--- src/rtl/comb_decode_if.sv ---
// comb_decode_if: code-word request and decode-result handshake bundle.
interface comb_decode_if;
  logic       in_valid;
  logic       in_ready;
  logic [3:0] code;
  logic       out_valid;
  logic       out_ready;
  logic [3:0] data;
  logic       found;
  logic       multi;
  logic [4:0] match_cnt;
  modport master (output in_valid, code, out_ready,
                  input  in_ready, out_valid, data, found, multi, match_cnt);
  modport slave  (input  in_valid, code, out_ready,
                  output in_ready, out_valid, data, found, multi, match_cnt);
endinterface

--- src/rtl/comb_decode.sv ---
// comb_decode: sequential inverse of the 4-bit forward map f, scanning idx 0..15 for preimages.
// Optional COMB_DECODE_EARLY_EXIT_EN stops the scan at the first match.
module comb_decode (
  input  logic         clk,
  input  logic         rst_n,
  comb_decode_if.slave bus
);
  typedef enum logic [1:0] {IDLE, SCAN, DONE} state_t;
  state_t     state_q;
  logic [3:0] idx_q, code_q, data_q, f_o;
  logic       found_q, multi_q, hit;
  logic [4:0] cnt_q, cnt_d;
  always_comb begin
    f_o[3] = ~idx_q[0] | idx_q[3] | (~idx_q[2] & ~idx_q[1]) | (idx_q[2] & idx_q[1]);
    f_o[2] = (~idx_q[2] & ~idx_q[0]) | (idx_q[1] & ~idx_q[0]) | (idx_q[3] & ~idx_q[2])
           | (idx_q[3] & ~idx_q[0]) | (~idx_q[3] & idx_q[2] & idx_q[0]);
    f_o[1] = (~idx_q[3] & ~idx_q[2] & idx_q[0]) | (~idx_q[3] & idx_q[2] & ~idx_q[1])
           | (idx_q[2] & ~idx_q[1] & idx_q[0]);
    f_o[0] = ~idx_q[3] & ~idx_q[2] & ~idx_q[1] & idx_q[0];
  end
  assign hit   = f_o == code_q;
  assign cnt_d = cnt_q + {4'd0, hit};
  always_ff @(posedge clk or negedge rst_n)
    if (!rst_n) begin
      state_q <= IDLE;
      idx_q   <= '0;
      code_q  <= '0;
      data_q  <= '0;
      found_q <= 1'b0;
      multi_q <= 1'b0;
      cnt_q   <= '0;
    end else
      case (state_q)
        IDLE: if (bus.in_valid) begin
          state_q <= SCAN;
          code_q  <= bus.code;
          idx_q   <= '0;
          data_q  <= '0;
          found_q <= 1'b0;
          multi_q <= 1'b0;
          cnt_q   <= '0;
        end
        SCAN: begin
          idx_q <= idx_q + 4'd1;
          cnt_q <= cnt_d;
          if (hit && !found_q) begin
            data_q  <= idx_q;
            found_q <= 1'b1;
          end
`ifdef COMB_DECODE_EARLY_EXIT_EN
          if (hit || idx_q == 4'hF) state_q <= DONE;
`else
          multi_q <= cnt_d >= 5'd2;
          if (idx_q == 4'hF) state_q <= DONE;
`endif
        end
        DONE: if (bus.out_ready) state_q <= IDLE;
        default: state_q <= IDLE;
      endcase
  assign bus.in_ready  = state_q == IDLE;
  assign bus.out_valid = state_q == DONE;
  assign bus.data      = data_q;
  assign bus.found     = found_q;
  assign bus.multi     = multi_q;
  assign bus.match_cnt = cnt_q;
endmodule
--- src/flat_wrapper.sv ---
// flat-port wrapper written by rule: the top's interface ports become plain ports
module comb_decode_flat 
  (clk, rst_n, bus_in_valid, bus_code, bus_out_ready, bus_in_ready, bus_out_valid, bus_data, bus_found, bus_multi, bus_match_cnt);
  comb_decode_if bus_i ();
  input  logic clk;
  input  logic rst_n;
  input wire logic [$bits(bus_i.in_valid)-1:0] bus_in_valid;
  input wire logic [$bits(bus_i.code)-1:0] bus_code;
  input wire logic [$bits(bus_i.out_ready)-1:0] bus_out_ready;
  output wire logic [$bits(bus_i.in_ready)-1:0] bus_in_ready;
  output wire logic [$bits(bus_i.out_valid)-1:0] bus_out_valid;
  output wire logic [$bits(bus_i.data)-1:0] bus_data;
  output wire logic [$bits(bus_i.found)-1:0] bus_found;
  output wire logic [$bits(bus_i.multi)-1:0] bus_multi;
  output wire logic [$bits(bus_i.match_cnt)-1:0] bus_match_cnt;
  assign bus_i.in_valid = bus_in_valid;
  assign bus_i.code = bus_code;
  assign bus_i.out_ready = bus_out_ready;
  assign bus_in_ready = bus_i.in_ready;
  assign bus_out_valid = bus_i.out_valid;
  assign bus_data = bus_i.data;
  assign bus_found = bus_i.found;
  assign bus_multi = bus_i.multi;
  assign bus_match_cnt = bus_i.match_cnt;
  comb_decode u_core (.clk(clk), .rst_n(rst_n), .bus(bus_i));
endmodule
--- config.mk ---
export PLATFORM = sky130hd
export DESIGN_NAME = comb_decode_flat
export DESIGN_NICKNAME = d
export VERILOG_FILES = /design/src/rtl/comb_decode_if.sv /design/src/rtl/comb_decode.sv /design/src/flat_wrapper.sv
export SDC_FILE = /design/constraint.sdc
export NUM_CORES = 1
export LEC_CHECK = 0
export ABC_CLOCK_PERIOD_IN_PS = 3500
export CORE_UTILIZATION = 55
export CTS_CLUSTER_DIAMETER = 40
export DETAILED_ROUTE_END_ITERATION = 10
export DONT_BUFFER_PORTS = 1
export PLACE_DENSITY = 0.81
export RECOVER_POWER = 50
export REMOVE_ABC_BUFFERS = 1
export SETUP_SLACK_MARGIN = 0.5
export SYNTH_ARGS = -nofsm -noshare
export SYNTH_HDL_FRONTEND = slang
export SYNTH_SLANG_ARGS = --single-unit
export TNS_END_PERCENT = 30
--- constraint.sdc ---
create_clock -name clk -period 3.5 [get_ports clk]
set_clock_uncertainty 0.2 [all_clocks]
set_input_delay 0.875 -clock clk [delete_from_list [all_inputs] [get_ports clk]]
set_output_delay 0.875 -clock clk [all_outputs]
set_load 0.01 [all_outputs]
## Word level (Yosys, flattened, before mapping)

Cells that the tools add are included.

- Logic and storage cells: 68
- ROM bits: 0
- Memories: 0
- Memory bits (writable): 0
- Register bits: 21
- Bits in latches: 0
- Bits of input ports: 8
- Output and inout port bits: 13

- Bitwise logic cells: 28
- $lt $le $gt $ge: 1
- Muxes and demuxes: 14
- Reductions and logical operators: 8
- Multipliers: 0
- Equal/unequal tests: 8
- Shift-type cells: 0
- Div/mod/pow operators: 0
- $add $sub $neg: 2

Operator list:

| kind | number |
|---|---|
| 4-bit one-hot mux with 2 select lines | 2 |
| 1-bit AND | 15 |
| 5-bit one-hot mux with 2 select lines | 1 |
| 1-bit OR | 9 |
| 4-bit 2-to-1 mux | 2 |
| 2-bit 2-to-1 mux | 3 |
| 2-bit one-hot mux with 3 select lines | 1 |
| 3-bit AND reduction | 2 |
| 5-bit by 1-bit adder with 5-bit output | 1 |
| 5-bit by 2-bit greater-or-equal comparator with 1-bit output, second input constant | 1 |
| 5-bit 2-to-1 mux | 1 |
| 4-bit by 1-bit adder with 4-bit output, second input constant | 1 |
| 4-bit == test | 1 |
| 4-bit == test, second input constant | 1 |
| 2-bit by 1-bit inequality test with 1-bit output, second input constant | 2 |
| 2-bit inequality test, second input constant | 2 |
| 1-bit NOT | 4 |
| 1-bit one-hot mux with 2 select lines | 2 |
| 2-bit AND reduction | 2 |
| 2-bit by 1-bit == test with 1-bit output, second input constant | 1 |
| 2-bit == test, second input constant | 1 |
| 2-bit logical NOT | 1 |
| 1-bit 2-to-1 mux | 2 |
| 2-bit nonzero test | 1 |
| 2 further kinds | 2 |

## Longest topological paths before layout

- Depth in word-level cells: 10
- Gate-level depth with buffers: 11
- Depth with buffers taken out: 10

## Worst setup path after synthesis

OpenSTA, ideal clock, no wires.

- Path type: reg2reg
- From: register u_core.idx_q[0]
- To: register u_core.multi_q, in the netlist u_core.bus.multi
- Setup time: 0.136 ns
- Stages on the path, launching flop included: 12
- Path slack: 0.920 ns
- Arrival time: 2.244 ns
- Data required time: 3.164 ns
- Period minus slack after synthesis: 2.580 ns
- Cells stage by stage: dfrtp_1 > buf_4 > inv_1 > ha_1 > or4b_1 > o311ai_1 > a21oi_1 > ha_1 > ha_1 > xor2_1 > nor3_1 > a32oi_1

- Cells in the longest elaborated chain, start to end: 10

Ends and longest elaborated chain:

| item | RTL line | RTL |
|---|---|---|
| start, declared | comb_decode.sv:10 | `logic [3:0] idx_q, code_q, data_q, f_o;` |
| start signal, assigned | comb_decode.sv:44 | `idx_q <= idx_q + 4'd1;` |
| 1-bit NOT | comb_decode.sv:14, comb_decode.sv:15, comb_decode.sv:16 |  |
| 1-bit AND | comb_decode.sv:15 | `f_o[2] = (~idx_q[2] & ~idx_q[0]) \| (idx_q[1] & ~idx_q[0]) \| (idx_q[3] & ~idx_q[2])` |
| 1-bit OR (2 in a row) | comb_decode.sv:15 |  |
| 1-bit OR (2 in a row) | comb_decode.sv:16 | `\| (idx_q[3] & ~idx_q[0]) \| (~idx_q[3] & idx_q[2] & idx_q[0]);` |
| 4-bit == test * | comb_decode.sv:21 | `assign hit = f_o == code_q;` |
| 5-bit by 1-bit adder with 5-bit output * | comb_decode.sv:22 | `assign cnt_d = cnt_q + {4'd0, hit};` |
| 5-bit by 2-bit greater-or-equal comparator with 1-bit output * | comb_decode.sv:53 | `multi_q <= cnt_d >= 5'd2;` |
| 1-bit one-hot mux with 2 select lines * | comb_decode.sv:33 | `case (state_q)` |
| end signal, assigned | comb_decode.sv:30 | `multi_q <= 1'b0;` |
| end signal, assigned | comb_decode.sv:40 | `multi_q <= 1'b0;` |
| end signal, assigned | comb_decode.sv:53 |  |
| end, declared | comb_decode.sv:11 | `logic found_q, multi_q, hit;` |

Every way passes the cells marked *; elsewhere a longest branch is shown, timed or not.
A chain may end at the register's enable or synchronous reset.

## Worst setup path in the final report

Ends and elaborated chain as after synthesis.

==> run metrics <==
Setup Total Neg Slack 0 ps; Worst R2R Path Depth 10; Post-Synth Adder-Cell Area 4.292%; Vias/cell 6.242; Final GP Congestion 0.8312; largest net degree at the start of global routing 22; PwrDens 831.4 mW/mm2; Tot GR Track Use 22.85%; die height 48.05 um; Initial Utilization 58.84%; total gr overflow 0; post-route cell area 0.001190 mm2; maximum fanout along the worst path 9; Port Buffers 0; clk sink count 21; Hold Crit Class input pin to asynchronous set/reset pin; Post-Place Worst Slack 663.0 ps; Synth Area per Inst 9.110 um2; mux cell area share after synthesis 0%; synth cell count leaders 31 x nand2_1, 21 x dfrtp_1, 9 x o21ai_0; LEAKAGE 0.0005595 uW; hpwl dp 1654 um; Clock Latency Late Sink 300 ps; Most used DFF post-synth dfrtp_1; Cell Rows 16; Critical Path Start Type register; Worst Path Required 3490 ps; area grow syn2layout 2.039%; DR WL/cell 15.99 um; fin crit period 2813 ps; number of synthesized flops with an enable pin 0; Mapped Area 0.001166 mm2; largest family of logic cells by synthesized area simple AND/OR/NAND/NOR gates; synthesized flop and latch total 21; Post-Synth Simple-Gate Area 26.61%; vias in the first global route 830; final setup fails 0; fmax 355.5 MHz; CTS tree yes; CORE AREA 0.001982 mm2; Fin. Hold Viols 0; via count 955; area post-placement 0.001161 mm2; Synth warnings 0; Async S/R FF share, synth 100.0%; top cells by area, synth dfrtp_1 45%, nand2_1 10%, ha_1 4.3%, o21ai_0 3.9%, nand3_1 3.4%; crit path from u_core.idx_q[0]$_DFFE_PN0P_; nets 139; CP Class register to register; Synth Area in Compound Gates 13.95%; DRT Pass-1 Iters 5; Synth cell types 38; initial antenna violation count 0; number of routed nets with antenna violations 0; period utilization 80.37%; crit path DAT 2800 ps; Die Wd 48.05 um; outcome complete, no violations; max cap viols 0; # diodes 0; H-tree depth 1; xor/xnor share of the synthesized area 5.150%; drt total wl 2447 um; Num CTS Buffers 3; Slew headroom 54.87%; Synth Instances 128; Die ar. 0.002308 mm2; global-route wire length before repair 3532 um; share of layout cells above drive strength 1 8.730%; hold slack 45.31 ps; RSZ-0062 raised after global routing no; Critical R2R Capture u_core.bus.multi$_DFFE_PN0P_; sequential share of the synthesized area 45.06%; reg2reg start u_core.idx_q[0]$_DFFE_PN0P_; max-slew violation count 0; actual slew at the worst max-slew pin 675.5 ps; DR iter-0 viols 62; setup ws final 687.2 ps; crit end category register; Clock Path Buffers 2; reg2reg setup slack 690 ps; IO Pins 21; clock root buffer clkbuf_4; DR DRC count 0; Worst IR Drop VDD 0.0005292 V; Synth top area share 45.06%; final total power 989.2 uW; cell taking the most area after synthesis dfrtp_1; clk slew on worst S/H paths 120 ps; most common cell in the netlist nand2_1
logic make-up after synthesis:
kind of cell	after synthesis
AO/OA/AOI/OAI	25
AND/OR/NAND/NOR	61
flip-flops	21
XOR/XNOR	6
buffers and inverters	11
adder cells (fa/ha/maj)	4
worst max path at each step:
stage                                         endpoint  slack (ps)  cells past startpoint
after floorplan           u_core.bus.multi$_DFFE_PN0P_         910                     10
after global placement    u_core.bus.multi$_DFFE_PN0P_         830                     10
after detailed placement  u_core.bus.multi$_DFFE_PN0P_         660                     10
after CTS                 u_core.bus.multi$_DFFE_PN0P_         620                     10
after global routing      u_core.bus.multi$_DFFE_PN0P_         570                     10
final                     u_core.bus.multi$_DFFE_PN0P_         690                     10
registers in the layout, summed over array words and instances, names as in the netlist:
name / count
u_core.bus.found: 1
u_core.state_q: 2
u_core.bus.multi: 1
u_core.idx_q: 4
u_core.code_q: 4
u_core.bus.match_cnt: 5
u_core.bus.data: 4
power breakdown:
| part | switching, uW | leakage (uW) | total, uW | internal (uW) |
|---|---|---|---|---|
| logic | 244 | 0.000273 | 418 | 173 |
| registers | 127 | 0.000269 | 453 | 326 |
| clock network | 76.2 | 0.0000177 | 119 | 42.6 |
timing repair:
item	4_1_cts	5_1_grt
hold buffers	0	0
endpoints found under the hold margin	0	0
setup endpoints to repair	0	2
gates resized for setup	0	1
buffers inserted	0	0
worst max-delay path, cell delays in order (launching register included):
cell	delay (ps)
dfrtp_2	470
inv_1	110
ha_1	260
or4b_1	480
o311ai_1	140
a21oi_1	120
ha_1	220
ha_1	240
nand3_1	130
xor2_1	200
a32oi_1	120
per-layer routing:
metal	vias to the layer above	global-route usage, %	routed length, um
met4	0	12.22	70
li1	442	-	-
met3	12	4.151	132
met2	47	37.84	1253
met5	-	0	0
met1	454	28.13	991
final cells by class:
type,count,area [um2]
fillers,164,792.0
clock buffers,3,22.52
clock inverters,1,5.005
multi-input cells,96,583.1
flip-flops and latches,21,526.8
well taps,27,33.78
inverters,5,18.77
placed cells by master, fill, tap and decap left out, types with 2 or more instances in the layout:
| cell | count |
|---|---|
| or4b_1 | 2 |
| clkbuf_4 | 3 |
| nor2_1 | 6 |
| nand3_1 | 8 |
| nor3b_1 | 2 |
| a211oi_1 | 2 |
| ha_1 | 4 |
| xor2_1 | 4 |
| inv_1 | 5 |
| nor2b_1 | 2 |
| dfrtp_1 | 20 |
| o21ai_0 | 9 |
| o22ai_1 | 4 |
| nand2_1 | 31 |
| nand3_2 | 2 |
through the flow:
stage	std cells	util [%]
after floorplan	122	-
final	153	60.04
after global routing	153	60.04
after detailed placement	149	58.59
after global placement	149	58.59
after CTS	153	59.97
(Power assumes the default switching activity.)
